===== src/rtl/frame_cfg_pkg.sv =====
// Shared types for the frame-synchronous configuration controller.
//   cfg_t    : one channel's modem configuration (modulation, spreading,
//              bandwidth, data-off flag)
//   CFG_RST  : configuration loaded into every register on reset
//   ch_width : channel-index width, never below 1 bit
package frame_cfg_pkg;

  localparam int CFG_M_W  = 3;
  localparam int CFG_SS_W = 4;
  localparam int CFG_BW_W = 3;

  typedef struct packed {
    logic [CFG_M_W-1:0]  m;
    logic [CFG_SS_W-1:0] ss;
    logic [CFG_BW_W-1:0] bw;
    logic                data_off;
  } cfg_t;

  localparam cfg_t CFG_RST = '{
    m:        CFG_M_W'(1),
    ss:       CFG_SS_W'(1),
    bw:       '0,
    data_off: 1'b0
  };

  function automatic int ch_width(input int n);
    return (n > 1) ? $clog2(n) : 1;
  endfunction

endpackage


===== src/rtl/frame_cfg_ctrl_cfg_bank.sv =====
// cfg_bank: configuration storage for a single channel.
//   Holds the shadow config written by the host, the active TX and RX
//   configs, and the per-direction pending flags.
// Ports:
//   clk, rst          clock, synchronous active-high reset
//   wr_en, wr_cfg     write shadow with wr_cfg (sets both pending flags)
//   sof_tx, sof_rx    start-of-frame strobes; commit shadow if pending
//   tx_cfg            active TX config (including data_off)
//   rx_m/rx_ss/rx_bw  active RX config (RX has no data_off)
//   pend_tx, pend_rx  shadow not yet committed to that direction
module cfg_bank
  import frame_cfg_pkg::*;
(
  input  logic                clk,
  input  logic                rst,
  input  logic                wr_en,
  input  cfg_t                wr_cfg,
  input  logic                sof_tx,
  input  logic                sof_rx,
  output cfg_t                tx_cfg,
  output logic [CFG_M_W-1:0]  rx_m,
  output logic [CFG_SS_W-1:0] rx_ss,
  output logic [CFG_BW_W-1:0] rx_bw,
  output logic                pend_tx,
  output logic                pend_rx
);

  cfg_t                shadow_reg;
  cfg_t                tx_reg;
  logic [CFG_M_W-1:0]  rx_m_reg;
  logic [CFG_SS_W-1:0] rx_ss_reg;
  logic [CFG_BW_W-1:0] rx_bw_reg;
  logic                pend_tx_reg, pend_tx_next;
  logic                pend_rx_reg, pend_rx_next;
  logic                commit_tx, commit_rx;

  assign commit_tx = sof_tx && pend_tx_reg;
  assign commit_rx = sof_rx && pend_rx_reg;

  // A write in the same cycle as a commit re-arms the flag: set beats clear.
  assign pend_tx_next = wr_en || (pend_tx_reg && !sof_tx);
  assign pend_rx_next = wr_en || (pend_rx_reg && !sof_rx);

  always_ff @(posedge clk) begin
    if (rst) begin
      shadow_reg  <= CFG_RST;
      tx_reg      <= CFG_RST;
      rx_m_reg    <= CFG_RST.m;
      rx_ss_reg   <= CFG_RST.ss;
      rx_bw_reg   <= CFG_RST.bw;
      pend_tx_reg <= 1'b0;
      pend_rx_reg <= 1'b0;
    end else begin
      // Commits read the shadow value from before this edge, so a
      // coincident write is held back until the next frame.
      if (commit_tx) begin
        tx_reg <= shadow_reg;
      end
      if (commit_rx) begin
        rx_m_reg  <= shadow_reg.m;
        rx_ss_reg <= shadow_reg.ss;
        rx_bw_reg <= shadow_reg.bw;
      end
      if (wr_en) begin
        shadow_reg <= wr_cfg;
      end
      pend_tx_reg <= pend_tx_next;
      pend_rx_reg <= pend_rx_next;
    end
  end

  assign tx_cfg  = tx_reg;
  assign rx_m    = rx_m_reg;
  assign rx_ss   = rx_ss_reg;
  assign rx_bw   = rx_bw_reg;
  assign pend_tx = pend_tx_reg;
  assign pend_rx = pend_rx_reg;

endmodule


===== src/rtl/frame_cfg_ctrl.sv =====
// frame_cfg_ctrl: multi-channel frame-synchronous modem configuration
// controller. Host writes land in per-channel shadow registers and are
// committed to the active TX/RX config only on that channel's start of
// frame. Also produces a delayed reset-release flag that gates writes.
// Optional feature: define CFG_RANGE_CHECK_EN to reject writes with
// cfg_m > M_MAX or cfg_ss == 0 (handshaken, no state change, cfg_err pulse).
// Ports:
//   clk, rst                   clock, synchronous active-high reset
//   cfg_valid / cfg_ready      write handshake (cfg_ready = del_rst)
//   cfg_ch                     target channel; out-of-range is a no-op
//   cfg_m/ss/bw/data_off       new configuration fields
//   cfg_err                    1-cycle reject pulse (0 without range check)
//   sof_tx, sof_rx             per-channel start-of-frame strobes
//   tx_m/ss/bw, tx_data_off    active TX config, channel i at [i*W +: W]
//   rx_m/ss/bw                 active RX config
//   pend_tx, pend_rx           per-channel uncommitted-shadow flags
//   del_rst                    delayed reset-release flag
module frame_cfg_ctrl
  import frame_cfg_pkg::*;
#(
  parameter int N_CH    = 4,
  parameter int M_W     = CFG_M_W,
  parameter int SS_W    = CFG_SS_W,
  parameter int BW_W    = CFG_BW_W,
  parameter int RST_DLY = 100,
  parameter int M_MAX   = 5,
  localparam int CH_W   = ch_width(N_CH)
) (
  input  logic                 clk,
  input  logic                 rst,
  input  logic                 cfg_valid,
  output logic                 cfg_ready,
  input  logic [CH_W-1:0]      cfg_ch,
  input  logic [M_W-1:0]       cfg_m,
  input  logic [SS_W-1:0]      cfg_ss,
  input  logic [BW_W-1:0]      cfg_bw,
  input  logic                 cfg_data_off,
  output logic                 cfg_err,
  input  logic [N_CH-1:0]      sof_tx,
  input  logic [N_CH-1:0]      sof_rx,
  output logic [N_CH*M_W-1:0]  tx_m,
  output logic [N_CH*SS_W-1:0] tx_ss,
  output logic [N_CH*BW_W-1:0] tx_bw,
  output logic [N_CH-1:0]      tx_data_off,
  output logic [N_CH*M_W-1:0]  rx_m,
  output logic [N_CH*SS_W-1:0] rx_ss,
  output logic [N_CH*BW_W-1:0] rx_bw,
  output logic [N_CH-1:0]      pend_tx,
  output logic [N_CH-1:0]      pend_rx,
  output logic                 del_rst
);

  localparam int CNT_W = $clog2(RST_DLY + 1);
  localparam logic [CNT_W-1:0] CNT_MAX   = CNT_W'(RST_DLY);
  localparam logic [CH_W:0]    N_CH_V    = (CH_W+1)'(N_CH);
  localparam logic [M_W:0]     M_MAX_V   = (M_W+1)'(M_MAX);

  // ---------------- reset-release delay ----------------
  logic [CNT_W-1:0] cnt_reg;
  logic             del_rst_reg;

  always_ff @(posedge clk) begin
    if (rst) begin
      cnt_reg     <= '0;
      del_rst_reg <= 1'b0;
    end else begin
      if (cnt_reg != CNT_MAX) begin
        cnt_reg <= cnt_reg + 1'b1;
      end
      // Registered from the saturated count: rises one edge after the
      // counter reaches RST_DLY.
      del_rst_reg <= (cnt_reg == CNT_MAX);
    end
  end

  assign del_rst   = del_rst_reg;
  assign cfg_ready = del_rst_reg;

  // ---------------- write decode / range check ----------------
  logic wr_acc;
  logic ch_ok;
  logic range_bad;
  logic wr_take;

  assign wr_acc    = cfg_valid && del_rst_reg;
  assign ch_ok     = ({1'b0, cfg_ch} < N_CH_V);
  assign range_bad = ({1'b0, cfg_m} > M_MAX_V) || (cfg_ss == '0);

`ifdef CFG_RANGE_CHECK_EN
  logic cfg_err_reg;

  assign wr_take = wr_acc && ch_ok && !range_bad;

  always_ff @(posedge clk) begin
    if (rst) begin
      cfg_err_reg <= 1'b0;
    end else begin
      cfg_err_reg <= wr_acc && range_bad;
    end
  end

  assign cfg_err = cfg_err_reg;
`else
  logic unused_range;

  assign wr_take      = wr_acc && ch_ok;
  assign unused_range = range_bad;
  assign cfg_err      = 1'b0;
`endif

  cfg_t wr_cfg;

  assign wr_cfg.m        = cfg_m;
  assign wr_cfg.ss       = cfg_ss;
  assign wr_cfg.bw       = cfg_bw;
  assign wr_cfg.data_off = cfg_data_off;

  // ---------------- per-channel banks ----------------
  genvar gi;
  generate
    for (gi = 0; gi < N_CH; gi++) begin : g_ch
      cfg_t                tx_cfg;
      logic [CFG_M_W-1:0]  ch_rx_m;
      logic [CFG_SS_W-1:0] ch_rx_ss;
      logic [CFG_BW_W-1:0] ch_rx_bw;
      logic                wr_en;

      assign wr_en = wr_take && (cfg_ch == CH_W'(gi));

      cfg_bank u_bank (
        .clk     (clk),
        .rst     (rst),
        .wr_en   (wr_en),
        .wr_cfg  (wr_cfg),
        .sof_tx  (sof_tx[gi]),
        .sof_rx  (sof_rx[gi]),
        .tx_cfg  (tx_cfg),
        .rx_m    (ch_rx_m),
        .rx_ss   (ch_rx_ss),
        .rx_bw   (ch_rx_bw),
        .pend_tx (pend_tx[gi]),
        .pend_rx (pend_rx[gi])
      );

      assign tx_m[gi*M_W +: M_W]    = tx_cfg.m;
      assign tx_ss[gi*SS_W +: SS_W] = tx_cfg.ss;
      assign tx_bw[gi*BW_W +: BW_W] = tx_cfg.bw;
      assign tx_data_off[gi]        = tx_cfg.data_off;
      assign rx_m[gi*M_W +: M_W]    = ch_rx_m;
      assign rx_ss[gi*SS_W +: SS_W] = ch_rx_ss;
      assign rx_bw[gi*BW_W +: BW_W] = ch_rx_bw;
    end
  endgenerate

endmodule


===== config.mk =====
export PLATFORM = sky130hd
export DESIGN_NAME = frame_cfg_ctrl
export DESIGN_NICKNAME = d
export VERILOG_FILES = /design/src/rtl/frame_cfg_pkg.sv /design/src/rtl/frame_cfg_ctrl_cfg_bank.sv /design/src/rtl/frame_cfg_ctrl.sv
export SDC_FILE = /design/constraint.sdc
export NUM_CORES = 1
export LEC_CHECK = 0
export BUFFER_PORTS_ARGS = -buffer_cell sky130_fd_sc_hd__buf_2
export CORE_MARGIN = 4
export CORE_UTILIZATION = 30
export DETAILED_ROUTE_END_ITERATION = 8
export SLEW_MARGIN = 20
export SYNTH_ARGS = -nofsm -noshare
export SYNTH_HDL_FRONTEND = slang
export SYNTH_SLANG_ARGS = --single-unit

===== constraint.sdc =====
create_clock -name clk -period 1.7 [get_ports clk]
set_input_delay 0.085 -clock clk [delete_from_list [all_inputs] [get_ports clk]]
set_output_delay 0.085 -clock clk [all_outputs]
set_load 0.03 [all_outputs]

==> impl_metrics.yaml <==
run_status:
  status: "completed"
synthesis:
  synth_most_common_cell: "nand2_1"
  seq_area_frac_synth: 0.555
  synth_commonest_cells: "nand2_1, dfxtp_1, a21oi_1"
  synth_edf_count: 0
  syn_area_um2: 5190
  synth_area_leader_cell: "dfxtp_1"
  synth.distinct_cells: 32
  ys_ff_latch: 144
  ys_warn_count: 0
  syn_avg_cell_area_um2: 8.11
  synthArstFlopShare: 0
  syn-num-nets: 666
  netlist_instances: 640
  synth_ff_type: "dfxtp_1"
  synth_top_area_frac: 0.555
  synthTopCellsByArea: "dfxtp_1, nand2_1, a21oi_1, nand3b_1, clkbuf_1"
timing:
  clock_skew_ns: 0.00701
  fmax_mhz: 654
  max-slew-margin-rel: 0.668
  tns_ns: 0
  hold_violations: 0
  rsz0062_at_grt: "false"
  drv_slew: 0
  fin_crit_ns: 1.53
  setup_violations: 0
  worst_pin_slew_ns: 0.496
  holdWs_ns: 0.0382
  fin_crit_sh: 0.900
finish:
  antenna_cells: 0
  drive_gt1_frac: 0.208
  nets: 783
  syn2layout_area_growth_pct: 28.1
routing:
  vias: 4518
  drc: 0
  drt_pass1_iterations: 4
  vias_per_cell: 4.57
  wl_per_cell_um: 14.4
  drtAntennaViolNets: 0
  wl_um: 14200
  drtIter0Drc: 248
critical_path:
  crit_type: "flop to flop"
  startpoint_type: "flop"
  critPathArrivalTime_ns: 1.90
  critical_path.endpoint_type: "flop"
  critPathRequiredTime_ns: 2.07
  path_max_fanout: 11
grt:
  grt_overflow_total: 0
  grt_first_pass_wirelength_um: 22100
  first_global_vias: 4094
  grt_use_total: 0.144
  grt_max_degree: 51
  antenna_found_initial: 1
power:
  power_leakage_nw: 2.59
  pwr-share-clk: 0.496
  irDropWorstVdd_uv: 691
  intPower_mw: 5.59
  power_frac_seq: 0.476
  power.share.switching: 0.215
  p_switching_mw: 1.53
  pwr-share-comb: 0.028
  powerDensity_nw_per_um2: 1070
placement:
  hpwlAfterDp_um: 9680
  place.port_buffers: 117
  gp_congestion: 0.766
cts:
  tritoncts: "yes"
  cts_buffers: 17
  htreeDepth: 4
  clkLatencyLatePin_ns: 0.42
  root_buffer: "clkbuf_16"
  cts_max_path_buffers: 2
  clk_pin_slew_ns: 0.06
  clock-sinks: 144
  postCtsSetupBuffers: 0
die:
  core_area_um2: 16800
  die_y_um: 140
  num_rows: 47
  io_pins: 119
  fp.dieW_um: 140
  die-area_um2: 19500
  start_util: 0.310
flow_run:
  drv_cap: 0
hold_path:
  min_path_type: "primary input to flop"
-- cell families after synthesis --
logic type,share of synthesized area
and+or+nand+nor,0.266
DFF,0.555
AOI/OAI and AO/OA,0.121
buffers and inverters,0.0429
xor gates and xnor gates,0.00506
adders and majority gates,0.00482
muxes,0.00410
other,0.000722
-- area by class of cell --
class                      count  area, um^2
clock buffer                  19         433
multi-input combinational    448        2090
timing repair buffer         144         848
tap                          220         275
sequential                   144        2880
fill                        1761       10100
inverter                       2        7.51
clock inverter                11         119
-- cells in the final DEF (no fill, tap or decap), types with 2 or more instances in the layout --
| master | Yosys | final |
|---|---|---|
| o21ai_0 | 2 | 2 |
| nor3_1 | 9 | 9 |
| and4b_1 | 2 | 2 |
| inv_1 | 2 | 2 |
| a21oi_1 | 122 | 122 |
| or3_1 | 2 | 2 |
| nand3_1 | 3 | 3 |
| ha_1 | 2 | 2 |
| nand2_1 | 250 | 250 |
| nor2_1 | 6 | 6 |
| buf_2 | 4 | 116 |
| dlygate4sd3_1 | 0 | 18 |
| clkbuf_1 | 28 | 2 |
| bufinv_16 | 0 | 2 |
| dfxtp_1 | 144 | 144 |
| nand2b_1 | 10 | 10 |
| clkbuf_16 | 0 | 17 |
| and2_1 | 8 | 8 |
| xor2_1 | 2 | 2 |
| buf_4 | 10 | 9 |
| clkinvlp_4 | 0 | 4 |
| nand3b_1 | 16 | 16 |
| clkinv_2 | 0 | 4 |
| nand4b_1 | 2 | 2 |
-- metrics by stage --
stage	utilization	power, mW	cells	setup slack (ns)	cell area (um^2)
after detailed placement	0.353	3.63	940	0.352	5920
final	0.397	7.12	988	0.171	6650
after global routing	0.397	7.38	988	0.0383	6650
after global placement	0.353	3.63	940	0.375	5920
after CTS	0.397	7.20	988	0.161	6650
after floorplan	-	3.54	640	0.379	5190
-- worst max-delay path: stages, from the launching register on --
cell,delay [ns]
dfxtp_1,0.48
nand4b_1,0.13
buf_4,0.20
a21oi_1,0.12
dlygate4sd3_1,0.55
-- power groups by stage --
stage	Combinational (mW)	Clock, mW	Sequential, mW
2_1_floorplan	0.0796	0	3.46
3_3_place_gp	0.172	0	3.46
3_5_place_dp	0.171	0	3.46
4_1_cts	0.201	3.61	3.39
5_1_grt	0.216	3.78	3.39
6_report	0.197	3.53	3.39
-- repair_timing --
action	CTS	global route
resized for setup	0	0
hold endpoints to repair	46	0
endpoints found under the setup margin	0	0
hold buffers	18	0
-- metal layers --
layer  vias up  GRT usage  routed length [um]
met5         -          0                  12
met4         2     0.0607                 232
met3        22     0.0556                 851
met2        90      0.217                6440
met1      2091      0.185                6660
li1       2313          -                   -
-- final timing paths --
kind	end	cells past startpoint	start	slack [ns]
worst max-delay path	g_ch[2].u_bank.pend_rx	4	cfg_ready	0.17
worst min-delay path	g_ch[2].u_bank.shadow_reg[9]	3	cfg_m[1]	0.04
worst max register to register	g_ch[2].u_bank.pend_rx	4	cfg_ready	0.17
worst min register to register	g_ch[3].u_bank.rx_ss[2]	2	g_ch[3].u_bank.rx_ss[2]	0.45
No activity file was read; power rests on OpenSTA's default activity.
